### config.mk
export PLATFORM = sky130hd
export DESIGN_NAME = ddr_wr_axi_master
export DESIGN_NICKNAME = d
export VERILOG_FILES = /design/src/rtl/ddr_wr_pkg.sv /design/src/rtl/wr_skid_fifo.sv /design/src/rtl/ddr_wr_axi_master.sv
export SDC_FILE = /design/constraint.sdc
export NUM_CORES = 1
export LEC_CHECK = 0
export ABC_AREA = 0
export CAP_MARGIN = 20
export CORE_AREA = 2 2 249 251
export CTS_BUF_LIST = sky130_fd_sc_hd__clkbuf_4 sky130_fd_sc_hd__clkbuf_8 sky130_fd_sc_hd__clkbuf_16
export DETAILED_ROUTE_END_ITERATION = 7
export DIE_AREA = 0 0 251 253
export GPL_TIMING_DRIVEN = 1
export PLACE_DENSITY = 0.86
export SLEW_MARGIN = 20
export SYNTH_ARGS = -nofsm -noshare
export SYNTH_HDL_FRONTEND = slang
export SYNTH_SLANG_ARGS = --single-unit
### constraint.sdc
create_clock -name ddr_clk -period 13.3 [get_ports ddr_clk]
set_input_delay 3.325 -clock ddr_clk [delete_from_list [all_inputs] [get_ports ddr_clk]]
set_output_delay 3.325 -clock ddr_clk [all_outputs]
set_load 0.03 [all_outputs]
### src/rtl/ddr_wr_pkg.sv
// Shared constants and types for the DDR line-write AXI master.
// Holds the FSM encoding, the AXI response code and the page geometry.
package ddr_wr_pkg;

    typedef enum logic [2:0] {
        S_IDLE,
        S_AW,
        S_W,
        S_B,
        S_DONE
    } wr_state_e;

    localparam logic [1:0] RESP_OKAY  = 2'b00;
    localparam int         PAGE_BYTES = 4096;
    localparam int         SKID_DEPTH = 2;

    // One beat is 8*DQ_WIDTH bits, i.e. DQ_WIDTH bytes.
    function automatic int beat_bytes(input int dq_width);
        return dq_width;
    endfunction

endpackage

### src/rtl/wr_skid_fifo.sv
// Two-entry skid FIFO between the beat source and the AXI W channel.
// Push while full is legal only together with a pop (the freed slot is reused).
module wr_skid_fifo
    import ddr_wr_pkg::*;
#(
    parameter int DW = 256
) (
    input  logic          clk,
    input  logic          rst_n,
    input  logic          push,
    input  logic [DW-1:0] push_data,
    input  logic          pop,
    output logic [DW-1:0] pop_data,
    output logic [1:0]    occ
);

    logic [SKID_DEPTH-1:0][DW-1:0] mem;
    logic                          wr_ptr;
    logic                          rd_ptr;
    logic [1:0]                    cnt;

    always_ff @(posedge clk or negedge rst_n) begin
        if (!rst_n) begin
            mem    <= '0;
            wr_ptr <= 1'b0;
            rd_ptr <= 1'b0;
            cnt    <= 2'd0;
        end else begin
            if (push) begin
                mem[wr_ptr] <= push_data;
                wr_ptr      <= ~wr_ptr;
            end
            if (pop)
                rd_ptr <= ~rd_ptr;
            case ({push, pop})
                2'b10:   cnt <= cnt + 2'd1;
                2'b01:   cnt <= cnt - 2'd1;
                default: cnt <= cnt;
            endcase
        end
    end

    assign pop_data = mem[rd_ptr];
    assign occ      = cnt;

endmodule

### src/rtl/ddr_wr_axi_master.sv
// Line-write master: splits one buffered line into AXI4 INCR bursts (max MAX_BURST
// beats, never crossing a 4 KB page), pulls beats ahead through a skid FIFO.
module ddr_wr_axi_master
    import ddr_wr_pkg::*;
#(
    parameter int ADDR_WIDTH     = 27,
    parameter int DQ_WIDTH       = 32,
    parameter int LEN_WIDTH      = 16,
    parameter int AXI_ADDR_WIDTH = 32,
    parameter int MAX_BURST      = 16
) (
    input  logic                      ddr_clk,
    input  logic                      ddr_rstn,
    input  logic                      ddr_wreq,
    input  logic [ADDR_WIDTH-1:0]     ddr_waddr,
    input  logic [LEN_WIDTH-1:0]      ddr_wr_len,
    output logic                      ddr_wrdy,
    input  logic [8*DQ_WIDTH-1:0]     ddr_wdata,
    output logic                      ddr_wdata_req,
    output logic                      ddr_wdone,
    output logic [AXI_ADDR_WIDTH-1:0] awaddr,
    output logic [7:0]                awlen,
    output logic                      awvalid,
    input  logic                      awready,
    output logic [8*DQ_WIDTH-1:0]     wdata,
    output logic [DQ_WIDTH-1:0]       wstrb,
    output logic                      wlast,
    output logic                      wvalid,
    input  logic                      wready,
    input  logic [1:0]                bresp,
    input  logic                      bvalid,
    output logic                      bready,
    output logic                      wr_err
);

    localparam int BW         = 8 * DQ_WIDTH;
    localparam int BEAT_BYTES = beat_bytes(DQ_WIDTH);
    localparam int WORD_BYTES = DQ_WIDTH / 8;

    localparam logic [AXI_ADDR_WIDTH-1:0] WORD_BYTES_A = AXI_ADDR_WIDTH'(WORD_BYTES);
    localparam logic [AXI_ADDR_WIDTH-1:0] BEAT_BYTES_A = AXI_ADDR_WIDTH'(BEAT_BYTES);
    localparam logic [12:0]               BEAT_BYTES_P = 13'(BEAT_BYTES);
    localparam logic [12:0]               PAGE_BYTES_P = 13'(PAGE_BYTES);
    localparam logic [31:0]               MAX_BURST_W  = 32'(MAX_BURST);

    wr_state_e                 state, state_nxt;
    logic [AXI_ADDR_WIDTH-1:0] addr_q;
    logic [LEN_WIDTH-1:0]      line_rem;
    logic [LEN_WIDTH-1:0]      fetch_rem;
    logic [8:0]                beat_cnt;
    logic [8:0]                blen_q;
    logic                      fetch_en;
    logic                      err_q;

    logic [8:0]                blen;
    logic [8:0]                cap;
    logic [12:0]               page_bytes;
    logic [12:0]               page_beats;

    logic [1:0]                occ;
    logic [BW-1:0]             head;
    logic                      pop;
    logic                      fetch_act;

    // Burst length: min(line_rem, MAX_BURST, beats left in the 4 KB page).
    // An address less than one beat from the page end still issues one beat.
    always_comb begin
        page_bytes = PAGE_BYTES_P - {1'b0, addr_q[11:0]};
        page_beats = page_bytes / BEAT_BYTES_P;
        if (page_beats == 13'd0)
            page_beats = 13'd1;
        cap  = (32'(page_beats) < MAX_BURST_W) ? 9'(page_beats) : 9'(MAX_BURST);
        blen = (32'(line_rem) < 32'(cap)) ? 9'(line_rem) : cap;
    end

    always_ff @(posedge ddr_clk or negedge ddr_rstn) begin
        if (!ddr_rstn)
            state <= S_IDLE;
        else
            state <= state_nxt;
    end

    always_comb begin
        state_nxt = state;
        ddr_wrdy  = 1'b0;
        awvalid   = 1'b0;
        wvalid    = 1'b0;
        bready    = 1'b0;
        ddr_wdone = 1'b0;
        case (state)
            S_IDLE: begin
                ddr_wrdy = 1'b1;
                if (ddr_wreq)
                    state_nxt = S_AW;
            end
            S_AW: begin
                awvalid = 1'b1;
                if (awready)
                    state_nxt = S_W;
            end
            S_W: begin
                wvalid = (occ != 2'd0);
                if (wvalid && wready && beat_cnt == 9'd1)
                    state_nxt = S_B;
            end
            S_B: begin
                bready = 1'b1;
                if (bvalid)
                    state_nxt = (line_rem == LEN_WIDTH'(blen_q)) ? S_DONE : S_AW;
            end
            S_DONE: begin
                ddr_wdone = 1'b1;
                state_nxt = S_IDLE;
            end
            default: state_nxt = S_IDLE;
        endcase
    end

    assign pop       = wvalid & wready;
    assign fetch_act = fetch_en && (state == S_AW || state == S_W || state == S_B);
    // A pop in the same cycle frees the slot the incoming beat lands in.
    assign ddr_wdata_req = fetch_act && (fetch_rem != '0) && (occ != 2'd2 || pop);

    always_ff @(posedge ddr_clk or negedge ddr_rstn) begin
        if (!ddr_rstn) begin
            addr_q    <= '0;
            line_rem  <= '0;
            fetch_rem <= '0;
            beat_cnt  <= '0;
            blen_q    <= '0;
            fetch_en  <= 1'b0;
            err_q     <= 1'b0;
        end else begin
            case (state)
                S_IDLE: begin
                    fetch_en <= 1'b0;
                    if (ddr_wreq) begin
                        addr_q    <= AXI_ADDR_WIDTH'(ddr_waddr) * WORD_BYTES_A;
                        line_rem  <= ddr_wr_len;
                        fetch_rem <= ddr_wr_len;
                    end
                end
                S_AW: begin
                    if (awready) begin
                        beat_cnt <= blen;
                        blen_q   <= blen;
                        fetch_en <= 1'b1;
                    end
                end
                S_W: begin
                    if (pop)
                        beat_cnt <= beat_cnt - 9'd1;
                end
                S_B: begin
                    if (bvalid) begin
                        if (bresp != RESP_OKAY)
                            err_q <= 1'b1;
                        line_rem <= line_rem - LEN_WIDTH'(blen_q);
                        addr_q   <= addr_q + AXI_ADDR_WIDTH'(blen_q) * BEAT_BYTES_A;
                    end
                end
                default: ;
            endcase
            if (ddr_wdata_req)
                fetch_rem <= fetch_rem - LEN_WIDTH'(1);
        end
    end

    wr_skid_fifo #(
        .DW (BW)
    ) u_skid (
        .clk       (ddr_clk),
        .rst_n     (ddr_rstn),
        .push      (ddr_wdata_req),
        .push_data (ddr_wdata),
        .pop       (pop),
        .pop_data  (head),
        .occ       (occ)
    );

    assign awaddr = addr_q;
    assign awlen  = (state == S_AW) ? 8'(blen - 9'd1) : 8'd0;
    assign wdata  = head;
    assign wstrb  = wvalid ? '1 : '0;
    assign wlast  = wvalid && (beat_cnt == 9'd1);
    assign wr_err = err_q;

endmodule

Word level (Yosys, flattened, before mapping)
Index checks and enable logic that the tools add are counted.
- add/sub/neg operators: 8
- order comparisons: 5
- equality and inequality tests: 14
- multiplexer cells: 35
- bitwise logic cells: 3
- reductions and logical operators: 28
- operator list (operator ; number):
    $mux W256 ; 3
    $bwmux W512 ; 1
    $demux W256 S1 ; 1
    $mux W32 ; 3
    $mux W16 ; 4
    $pmux W32 S2 ; 1
    $mux W9 ; 4
    $add A32 B14 Y32 ; 1
    $pmux W16 S2 ; 1
    $pmux W9 S2 ; 1
    $eq A16 B9 Y1 ; 1
    $lt A16 B9 Y1 ; 1
    $mux W8 ; 2
    $reduce_bool A16 Y1 ; 1
    $reduce_bool A2 Y1 ; 8
    $sub A16 B1 Y16 const B ; 1
    $sub A16 B9 Y16 ; 1
    $mux W3 ; 5
    $logic_not A13 Y1 ; 1
    $lt A13 B5 Y1 const B ; 1
    $sub A13 B12 Y13 const A ; 1
    $ne A2 B2 Y1 const B ; 6
    $pmux W3 S4 ; 1
    $eq A9 B1 Y1 const B ; 1
    other kinds (22) ; 42
- register bits after elaboration: 603
- bits of input ports: 307
- output and inout bits: 336
- logic and storage cells: 106

Depth between registers and ports, before layout
Gate-level depths: netlist of the first run.
- depth in word-level cells: 9
- mapped depth: 16
- depth with buffers taken out: 16

Modules after synthesis
Synthesis of the first run repeated with hierarchy kept, for this count alone.
- cells, all modules: 2129
- area total of the unflattened synthesis: 28164.5 um^2
- by module, submodules not included (module ; instances ; cells an instance ; area an instance (um^2) ; seq. area each (um^2)):
    wr_skid_fifo ; 1 ; 1379 ; 22121.2 ; 12912.4
    ddr_wr_axi_master ; 1 ; 750 ; 6043.3 ; 2127.0

Worst setup path after synthesis of the first run
No wires, ideal clock.
- path kind: in2out
- start point: in wready
- end point: out ddr_wdata_req
- arrival time: 4.484 ns
- required time: 9.975 ns
- path slack: 5.491 ns
- cell stages on the path: 5
- path buffers: 3
- cell sequence: a311o_1 o211a_1 buf_6 clkbuf_1 clkbuf_1
- longest elaborated chain between the ends: 3
- RTL lines (element ; line ; source):
    start: declaration ; ddr_wr_axi_master.sv:29 ; input logic wready,
    $and A1 B1 Y1 ; ddr_wr_axi_master.sv:119 ; assign pop = wvalid & wready;
    $logic_or A1 B1 Y1 ; ddr_wr_axi_master.sv:122 ; assign ddr_wdata_req = fetch_act && (fetch_rem != '0) && (occ != 2'd2 || pop);
    $logic_and A1 B1 Y1 ; ddr_wr_axi_master.sv:122 ;
    end: declaration ; ddr_wr_axi_master.sv:19 ; output logic ddr_wdata_req,
No other way between the ends.

Worst setup path after layout of the first run
- start point: reg addr_q[2], in the netlist awaddr[2]
- end point: out awlen[6]
- longest elaborated chain between the ends: 9
- RTL lines (element ; line ; source):
    start: declaration ; ddr_wr_axi_master.sv:47 ; logic [AXI_ADDR_WIDTH-1:0] addr_q;
    start signal: assignment ; ddr_wr_axi_master.sv:138 ; addr_q <= AXI_ADDR_WIDTH'(ddr_waddr) * WORD_BYTES_A;
    start signal: assignment ; ddr_wr_axi_master.sv:159 ; addr_q <= addr_q + AXI_ADDR_WIDTH'(blen_q) * BEAT_BYTES_A;
    $sub A13 B12 Y13 (*) ; ddr_wr_axi_master.sv:68 ; page_bytes = PAGE_BYTES_P - {1'b0, addr_q[11:0]};
    $logic_not A13 Y1 ; ddr_wr_axi_master.sv:70 ; if (page_beats == 13'd0)
    $mux W8 (*) ; ddr_wr_axi_master.sv:70 ;
    $lt A13 B5 Y1 ; ddr_wr_axi_master.sv:72 ; cap = (32'(page_beats) < MAX_BURST_W) ? 9'(page_beats) : 9'(MAX_BURST);
    $mux W9 (*) ; ddr_wr_axi_master.sv:72 ;
    $lt A16 B9 Y1 ; ddr_wr_axi_master.sv:73 ; blen = (32'(line_rem) < 32'(cap)) ? 9'(line_rem) : cap;
    $mux W9 (*) ; ddr_wr_axi_master.sv:73 ;
    $sub A8 B1 Y8 (*) ; ddr_wr_axi_master.sv:182 ; assign awlen = (state == S_AW) ? 8'(blen - 9'd1) : 8'd0;
    $mux W8 (*) ; ddr_wr_axi_master.sv:182 ;
    end: declaration ; ddr_wr_axi_master.sv:22 ; output logic [7:0] awlen,
Every way passes the cells marked *; elsewhere a longest branch is shown, timed or not.

==> impl_results.md, run 1 <==
- Status: finished, final reports clean
- # hold bufs at CTS: 0
- Setup TNS Final: 0 ns
- Final nets: about 3000
- CP bufs+invs: 2
- Layout cells sized above 1: about 34%
- Synth Area in XOR/XNOR: 0.504%
- Pleak: roughly 16 nW
- Row cnt: 91
- Post-DRT Antenna Nets: 0
- Fin crit share: 69.7%
- Clock Pin Slew Worst Setup and Hold Paths: 0.06 ns
- Post-synthesis mux area share: 32.6%
- Max Fanout on Critical Path: 12
- RePlAce Congestion: 0.870
- Wire per inst: about 22 um
- Max-Cap Viols: 0
- Final WS setup: 4.04 ns
- Netlist cell types: 69
- Max Clock Skew: 0.0296 ns
- Worst setup path class: flip-flop to primary output
- Max incr delay on CP: roughly 0.73 ns
- Pwr/cell area: 317 nW/um2
- Worst endpoint required time: 9.97 ns
- Compound-gate portion of the synthesized area: between 5 and 6%
- Synth Area in Adders: approximately 1.4%
- CP startpoint kind: flip-flop
- First drt pass iteration count: 5
- Design Area, Final: around 38000 um2
- Cells after synthesis: 2141
- Fin. Hold Viols: 0
- Worst min-delay path category: flip-flop to flip-flop
- Slew Limit Fails: 0
- First-pass GRT wire length: 123000 um
- Reg2Reg Setup Slack: 8.88 ns
- HPWL Detailed: ~54000 um
- Layout Area Growth over Synthesis: 30.0%
- Least-Margin Pin Slew: approximately 1.1 ns
- RSZ-0062 raised after global routing: no
- Hold_ws: roughly 0.49 ns
- Fin util: 62.9%
- TritonCTS clock tree: yes
- FFs w/ async S/R, synth: between 90% and 100%
- Placed Cells incl. Taps: 3441
- Crit path DAT: 5.94 ns
- Critical path cell sequence: or4_1, or3_1, o21ai_0, inv_1, ha_1, a211oi_1, nor2_1, nor4_4, nand2_1, mux2_2, ha_1, nand2_1, nor3_1, xor2_1, nor2_1, a211oi_1, clkdlybuf4s50_1
- Starting density of the core: between 40% and 50%
- Post-synth EDFFs: 0
- IO Port Bufs: 640
- Skew-Pair Late Insertion Delay: 0.61 ns
- Chip Width: 251 um
- Total global routing overflow: 0
- Flops & latches, synth: 601
- Synth warn: 0
- Tot Pwr: 12.2 mW
- Worst VDD drop: 0.255 mV
- Placed inst area: 35900 um2
- Main flop type after synthesis: dfrtp_1
- Synthesized area per cell: 13.8 um2
- Largest net degree at the start of global routing: 185
- Gr usage total: 24.5%
- DRT Wirelength: 79700 um
- CTS Root Buffer Type: clkbuf_16
- Setup Buffers After CTS: 0
- Initial antenna violation count: 13
- Core box area: 61000 um2
- Ports: 643
- Simple-Gate Fraction of Synth Area: under 10%
- Worst path slowest cell: clkdlybuf4s50_1
- Min cycle time layout: 9.26 ns
- Vias: 20000
- Remaining DRCs: 0
- Peak Freq: 0.108 GHz
- Max_slew headroom: 24.5%
- CTS resizes: 0
- Main combinational cell family by area after synthesis: multiplexers
- CTS buffer count: 68
- CTS sink count: 601
- Die Y: 253 um
- Cell Area, Synth: 29500 um2
- Worst-case clock buffer depth: 3
- Dpl ws: 4.65 ns
- Iter 0 DRT Violations: 1505
- Non-Filler Instances: 3573
- Sequential share of the synthesized area: 51.0%
- Top delay family on crit path: simple AND/OR/NAND/NOR gates
- Final setup viols: 0
- Worst Setup End Kind: primary output
- Vias per std cell: 5.59
- Die ar.: about 64000 um2
- Vias in the first global route: 21400
- H-tree depth: 3
==> synth_stat cells (7+ instances only) <==
cell type / instances / share of area [%]
clkbuf_1: 58 / 0.74
a311oi_1: 10 / 0.30
nand2_1: 91 / 1.2
o21ai_0: 49 / 0.83
buf_12: 22 / 1.5
buf_4: 58 / 1.5
a31oi_1: 7 / 0.15
nand3_1: 36 / 0.61
nor3_1: 26 / 0.44
nor2_1: 67 / 0.85
buf_6: 7 / 0.27
o22ai_1: 13 / 0.28
a22oi_1: 7 / 0.18
mux2_4: 240 / 12
xnor2_1: 7 / 0.21
ha_1: 29 / 1.2
mux2_2: 531 / 20
xor2_1: 10 / 0.30
inv_1: 36 / 0.46
dfrtp_1: 601 / 51
and2_1: 9 / 0.19
a211oi_1: 16 / 0.41
nand2b_1: 8 / 0.17
o211ai_1: 12 / 0.31
nor2b_1: 8 / 0.17
or4_1: 10 / 0.25
a21oi_1: 58 / 0.98
==> placed cells by master (no fill, tap or decap), types with 29 or more instances in the layout <==
cell             count
inv_1               36
dfrtp_1            600
mux2_4             240
a21oi_1             57
ha_1                29
nand3_1             36
o21ai_0             49
nor2_1              66
clkdlybuf4s50_1    639
nand2_1             90
mux2_2             531
clkbuf_16           69
==> report_power, final <==
group / total (mW) / internal, mW / leakage (nW) / switching [mW]
clock: 1.96 / 1.18 / 1.19 / 0.785
sequential: 3.37 / 2.77 / 7.10 / 0.604
combinational: 6.82 / 3.37 / 7.96 / 3.45
==> cells by family (layout without fill, tap and decap cells) <==
logic type,after synthesis,after routing
muxes,776,776
buffers and inverters,190,819
adders and majority gates,31,31
other,2,15
DFF,601,601
and+or+nand+nor,291,291
xor gates and xnor gates,17,17
AOI/OAI and AO/OA,233,233
==> state kept, by name (all words and copies together), names as in the netlist, 2 cells and up <==
register    count
line_rem       16
awaddr         30
state           3
blen_q          9
beat_cnt        9
fetch_rem      16
u_skid.occ      2
u_skid.mem    512
==> layout make-up <==
type	count	area (um2)
repair buffers	660	6620
fillers	4337	22700
flip-flops and latches	601	15000
diodes	10	25.0
inverters	37	139
clock buffers	102	2090
well taps	790	988
multi-input cells	1353	13200
clock inverters	20	297
==> layer usage <==
layer	part of all wire, %	vias to the layer above	GRT usage, %
li1	-	8877	-
met1	39	10100	29.3
met2	50	759	41.4
met3	6.3	214	5.37
met4	5.1	4	12.8
met5	0.030	-	0
==> final timing paths <==
kind                          startpoint              end  cells after the start
setup / recovery               awaddr[2]         awlen[6]                     17
hold / removal                    wr_err           wr_err                      1
setup reg to reg           fetch_rem[10]  u_skid.mem[408]                      8
hold reg to reg                   wr_err           wr_err                      1
max in group asynchronous       ddr_rstn    u_skid.rd_ptr                      3
min in group asynchronous       ddr_rstn  u_skid.mem[142]                      1
Note: power is estimated with default switching activity, not from simulation.
==> inputs of run 2 (changes only) <==
--- a/config.mk
+++ b/config.mk
@@ -7,10 +7,10 @@
 export LEC_CHECK = 0
 export ABC_AREA = 0
 export CAP_MARGIN = 20
-export CORE_AREA = 2 2 249 251
+export CORE_AREA = 2 2 254 256
 export CTS_BUF_LIST = sky130_fd_sc_hd__clkbuf_4 sky130_fd_sc_hd__clkbuf_8 sky130_fd_sc_hd__clkbuf_16
 export DETAILED_ROUTE_END_ITERATION = 7
-export DIE_AREA = 0 0 251 253
+export DIE_AREA = 0 0 256 258
 export GPL_TIMING_DRIVEN = 1
 export PLACE_DENSITY = 0.86
 export SLEW_MARGIN = 20
==> constraint.sdc (replaced) <==
create_clock -name ddr_clk -period 7.7 [get_ports ddr_clk]
set_input_delay 1.925 -clock ddr_clk [delete_from_list [all_inputs] [get_ports ddr_clk]]
set_output_delay 1.925 -clock ddr_clk [all_outputs]
set_load 0.03 [all_outputs]
==> run 2 against run 1 <==
  * Worst hold slack improved by 0.013 ns
  * Flip-flop and latch count did not move
  * Via count increased by 0.62%
  * Critical path depth did not move
  * Sequential share of layout area is 0.073 points lower
  * Sequential power increased by 73%
==> impl_results.md, run 2 (same netlist as run 1, synthesis figures left out) <==
- Status: finished, final reports clean
- RePlAce Congestion: between 0.9 and 1
- FF/Latch Area: 15000 um2
- Design Area, Final: between 30000 and 40000 um2
- Final setup viols: 0
- Skew-Pair Late Insertion Delay: around 0.60 ns
- Fin util: 60.4%
- Worst min-delay path category: flip-flop to flip-flop
- Fin. Hold Viols: 0
- Wire per inst: ~22 um
- TritonCTS clock tree: yes
- Post-DRT Antenna Nets: 0
- Largest net degree at the start of global routing: 192
- Core box area: 63600 um2
- Area of the multi-input gates: 13200 um2
- Sw Pwr: between 8 and 9 mW
- Setup Buffers After CTS: 0
- Worst setup path class: flip-flop to primary output
- Top delay family on crit path: simple AND/OR/NAND/NOR gates
- Row cnt: 93
- Clock Pin Slew Worst Setup and Hold Paths: 0.06 ns
- H-tree depth: 3
- Most flops, register: u_skid.mem
- Largest register FFs: 512
- Most frequent cells in the layout: clkdlybuf4s50_1, dfrtp_1, mux2_2
- Max-Cap Viols: 0
- Worst endpoint required time: 5.78 ns
- Layout Area Growth over Synthesis: 30.2%
- Total global routing overflow: 0
- RSZ-0062 raised after global routing: no
- Vias in the first global route: 21600
- Final nets: approximately 3000
- Die ar.: ~66000 um2
- R2R depth: 12
- CTS Root Buffer Type: clkbuf_16
- CTS buffer count: 68
- Worst r2r src: awaddr[2]
- Reg2Reg Setup Slack: 4.02 ns
- Chip Width: 256 um
- Leading cell type in the layout, fill and taps excluded: clkdlybuf4s50_1
- Crit path DAT: 5.30 ns
- Fill cell count: roughly 4700
- Pleak: 16.3 nW
- Tot Pwr: 21.0 mW
- Max Clock Skew: 0.0212 ns
- Power Internal: 12.6 mW
- Seq pwr share: 27.8%
- Worst path slowest cell: clkdlybuf4s50_1
- Max incr delay on CP: slightly above 0.7 ns
- CTS resizes: 0
- Vias: 20100
- Worst-case clock buffer depth: 3
- Slew Limit Fails: 0
- Initial antenna violation count: 7
- Comb power frac: 56.5%
- Ports: ~640
- Critical path capture point: awlen[6]
- Pwr/cell area: roughly 550 nW/um2
- CP Depth: 17
- Max Fanout on Critical Path: 8
- End of the worst register-to-register path: beat_cnt[3]
- Crit path from: awaddr[2]
- Setup TNS Final: 0 ns
- Worst VDD drop: 0.366 mV
- Peak Freq: 0.138 GHz
- Max_slew headroom: 15.0%
- DRT Wirelength: 79800 um
- First-pass GRT wire length: 125000 um
- Die Y: between 200 and 300 um
- Least-Margin Pin Slew: 1.27 ns
- Starting density of the core: 46.4%
- CP startpoint kind: flip-flop
- Clk network pwr share: 15.8%
- Min cycle time layout: 7.22 ns
- Switching portion of total power: 39.9%
- Iter 0 DRT Violations: 1456
- Vias per std cell: 5.53
- Layout cells sized above 1: roughly 34%
- CP bufs+invs: 2
- # hold bufs at CTS: 0
- Gr usage total: a little under a quarter
- IO Port Bufs: 640
- CTS sink count: 601
- First drt pass iteration count: 5
- Critical path cell sequence: or4_1, or3_1, o21ai_1, inv_1, ha_1, a211oi_1, nor2_1, nor4_4, nand2_1, mux2_2, ha_1, nand2_1, nor3_1, xor2_1, nor2_1, a211oi_1, clkdlybuf4s50_1
- Remaining DRCs: 0
- Placed inst area: 36100 um2
- Fin crit share: between 90% and 100%
- HPWL Detailed: approximately 54000 um
- Worst Setup End Kind: primary output
run 2: layout make-up:
type | instances | share of cell area [%]
inverters | 37 | 0.361
well taps | 855 | 2.78
repair buffers | 662 | 17.5
flip-flops and latches | 601 | 39.1
clock buffers | 100 | 5.23
clock inverters | 20 | 0.723
multi-input cells | 1353 | 34.3
diodes | 7 | 0.0456
run 2: power groups by stage:
| stage | Sequential (mW) | Combinational, mW | Clock (mW) |
|---|---|---|---|
| 2_1_floorplan | 5.57 | 8.33 | 0 |
| 3_3_place_gp | 5.62 | 11.5 | 0 |
| 4_1_cts | 5.80 | 11.9 | 3.39 |
| 5_1_grt | 6.00 | 12.4 | 3.52 |
| 6_report | 5.82 | 11.8 | 3.31 |
| 3_5_place_dp | 5.80 | 11.7 | 0 |
run 2: worst reg2reg max path, delay by kind of cell (launching register included):
family                     cells  cell delay (ns)
muxes                          1             0.39
DFF                            1             0.42
buffers and inverters          2             0.27
AOI/OAI and AO/OA              4             0.96
adders and majority gates      1             0.28
and+or+nand+nor                4             1.27
run 2: per-layer routing:
metal	up-vias	routed length, um	track usage [%]
met5	-	0	0
met2	727	40900	41.1
met4	0	3360	10.8
met1	10300	31400	28.6
met3	214	4160	4.27
li1	8889	-	-
run 2: how the worst min path moves through the flow:
stage / startpoint / end / cells past startpoint
after floorplan: beat_cnt[8] / beat_cnt[8] / 1
after detailed placement: wr_err / wr_err / 1
after global placement: wr_err / wr_err / 1
final: wr_err / wr_err / 1
after global routing: beat_cnt[8] / beat_cnt[8] / 1
after CTS: beat_cnt[8] / beat_cnt[8] / 1
run 2: per-stage QoR:
step	instances	hold slack, ns	setup slack (ns)
2_1_floorplan	2144	0.451	1.37
3_3_place_gp	3507	0.466	1.00
3_5_place_dp	3507	0.471	1.01
4_1_cts	3627	0.497	0.309
5_1_grt	3635	0.506	0.0517
6_report	3635	0.498	0.478
==> inputs of run 3 (changes only) <==
--- a/config.mk
+++ b/config.mk
@@ -6,11 +6,12 @@
 export NUM_CORES = 1
 export LEC_CHECK = 0
 export ABC_AREA = 0
+export ABC_CLOCK_PERIOD_IN_PS = 6950
 export CAP_MARGIN = 20
-export CORE_AREA = 2 2 254 256
+export CORE_AREA = 2 2 249 251
 export CTS_BUF_LIST = sky130_fd_sc_hd__clkbuf_4 sky130_fd_sc_hd__clkbuf_8 sky130_fd_sc_hd__clkbuf_16
 export DETAILED_ROUTE_END_ITERATION = 7
-export DIE_AREA = 0 0 256 258
+export DIE_AREA = 0 0 251 253
 export GPL_TIMING_DRIVEN = 1
 export PLACE_DENSITY = 0.86
 export SLEW_MARGIN = 20
==> constraint.sdc (replaced) <==
create_clock -name ddr_clk -period 6.95 [get_ports ddr_clk]
set_input_delay 1.7375 -clock ddr_clk [delete_from_list [all_inputs] [get_ports ddr_clk]]
set_output_delay 1.7375 -clock ddr_clk [all_outputs]
set_load 0.03 [all_outputs]
==> run 3 against run 2 <==
  * Clock power is 14% higher
  * Worst setup slack got worse by 0.033 ns
  * Sequential power grew 12%
  * Worst hold slack got worse by 0.023 ns
  * Flip-flop and latch count stayed put
  * Die area decreased by 3.9%
  * Final area rose by 0.36%
  * Critical endpoint unchanged
  * Largest cell class unchanged
  * Sequential share of layout area down 0.14 points
  * First-iteration DRC count shrank 15%
==> impl_results.md, run 3 (same netlist as run 1, synthesis figures left out) <==
- Status: finished, final reports clean
- Chip Width: approximately 250 um
- CTS resizes: 4
- Worst path slowest cell: or4_1
- Worst Setup End Kind: primary output
- Clock Pin Slew Worst Setup and Hold Paths: 0.06 ns
- RePlAce Congestion: 0.876
- RSZ-0062 raised after global routing: no
- Row cnt: 91
- Max-Cap Viols: 0
- Max incr delay on CP: ~0.6 ns
- Worst min-delay path category: flip-flop to flip-flop
- Worst endpoint required time: 5.21 ns
- DRT Wirelength: 82100 um
- Pleak: 16.4 nW
- Layout Area Growth over Synthesis: 30.7%
- IO Port Bufs: 640
- CTS sink count: 601
- Max_slew headroom: about 25%
- Final setup viols: 0
- Placed Cells incl. Taps: 3454
- Design Area, Final: between 30000 and 40000 um2
- Fin. Hold Viols: 0
- # hold bufs at CTS: 0
- First drt pass iteration count: 5
- Starting density of the core: around half
- Min cycle time layout: 6.51 ns
- Remaining DRCs: 0
- Die ar.: 63500 um2
- CTS Root Buffer Type: clkbuf_16
- Setup Buffers After CTS: 0
- Reg2Reg Setup Slack: 3.23 ns
- Iter 0 DRT Violations: roughly 1200
- Worst-case clock buffer depth: 3
- Peak Freq: approximately 0.15 GHz
- H-tree depth: 3
- Vias per std cell: 5.64
- Vias: 20200
- Skew-Pair Late Insertion Delay: between 0.6 and 0.7 ns
- Leading cell type in the layout, fill and taps excluded: clkdlybuf4s50_1
- Slew Limit Fails: 0
- Wire per inst: 22.9 um
- Post-DRT Antenna Nets: 0
- Ports: 643
- Non-Filler Instances: 3585
- Fin crit share: between 90% and 100%
- Worst setup path class: flip-flop to primary output
- Largest net degree at the start of global routing: ~190
- Hold_ws: approximately 0.48 ns
- Gr usage total: 25.1%
- Crit path DAT: 4.77 ns
- Worst VDD drop: around 0.45 mV
- First-pass GRT wire length: 126000 um
- Placed inst area: 36100 um2
- Layout cells sized above 1: 34.1%
- Dpl ws: slightly above 0.4 ns
- Die Y: ~250 um
- HPWL Detailed: 55800 um
- CTS buffer count: between 60 and 70
- Setup TNS Final: 0 ns
- Core box area: 61000 um2
- Final WS setup: 0.445 ns
- Largest register FFs: 512
- Total global routing overflow: 0
- Most frequent cells in the layout: clkdlybuf4s50_1, dfrtp_1, mux2_2
- Initial antenna violation count: 14
- Max Fanout on Critical Path: 7
- Max Clock Skew: 0.0324 ns
- Pwr/cell area: 608 nW/um2
- Vias in the first global route: roughly 22000
- CP startpoint kind: flip-flop
- Most flops, register: u_skid.mem
- TritonCTS clock tree: yes
- Final nets: between 3000 and 4000
- Least-Margin Pin Slew: 1.12 ns
- Critical path cell sequence: or4_1, or3_1, o21ai_2, inv_1, ha_1, nand4_1, a211oi_2, o31ai_4, nand2_1, mux2_2, ha_1, nand2_1, nor3_2, xor2_1, nor2_1, a211oi_2, buf_12
- Fill cell count: 4324
-- run 3: cell count changes in the layout (fill, tap and decap cells not counted), sizes merged, moves of 3 or more --
| cell | before | now |
|---|---|---|
| diode | 7 | 11 |
| buf | 23 | 36 |
| clkdlybuf4s50 | 639 | 636 |
| clkinv | 11 | 15 |
| clkbuf | 100 | 96 |
-- run 3: final timing paths --
path	from	depth (start not counted)	to
max reg2reg	fetch_rem[10]	7	u_skid.mem[340]
min in group asynchronous	ddr_rstn	1	u_skid.mem[134]
min reg2reg	wr_err	1	wr_err
min	wr_err	1	wr_err
max in group asynchronous	ddr_rstn	3	fetch_rem[3]
max	awaddr[5]	17	awlen[6]
-- run 3: critical path: cells and delay by family, from the launching register on --
family	cells	cell delay (ns)
multiplexers	1	0.38
XOR/XNOR	1	0.15
buffers and inverters	2	0.23
AND/OR/NAND/NOR	7	1.49
AO/OA/AOI/OAI	4	0.97
adder cells (fa/ha/maj)	2	0.51
flip-flops	1	0.45
-- run 3: final cells by class --
class                      instances  area, um2  area share [%]
antenna                           11       27.5          0.0714
multi-input combinational       1353      13200            34.2
tap                              790        988            2.56
sequential                       601      15000            39.0
timing repair buffer             674       6820            17.7
clock inverter                    24        337           0.872
inverter                          37        139           0.360
clock buffer                      95       2030            5.25
-- run 3: power by group --
group	internal [mW]	switching, mW	leakage (nW)
clock network	2.25	1.51	1.18
registers	5.31	1.23	7.10
logic	6.48	6.67	8.09
-- run 3: through the flow --
stage	total power, mW	util (%)
after floorplan	15.4	-
after global placement	19.1	59.2
after detailed placement	19.5	59.2
after CTS	23.5	63.1
after global routing	24.5	63.2
final	23.4	63.2
-- run 3: routing by layer --
layer / GRT usage (%) / wire length, um
met5: 0 / 54
met4: 12.9 / 4100
met3: 5.20 / 4820
met2: 43.2 / 41500
met1: 29.7 / 31600
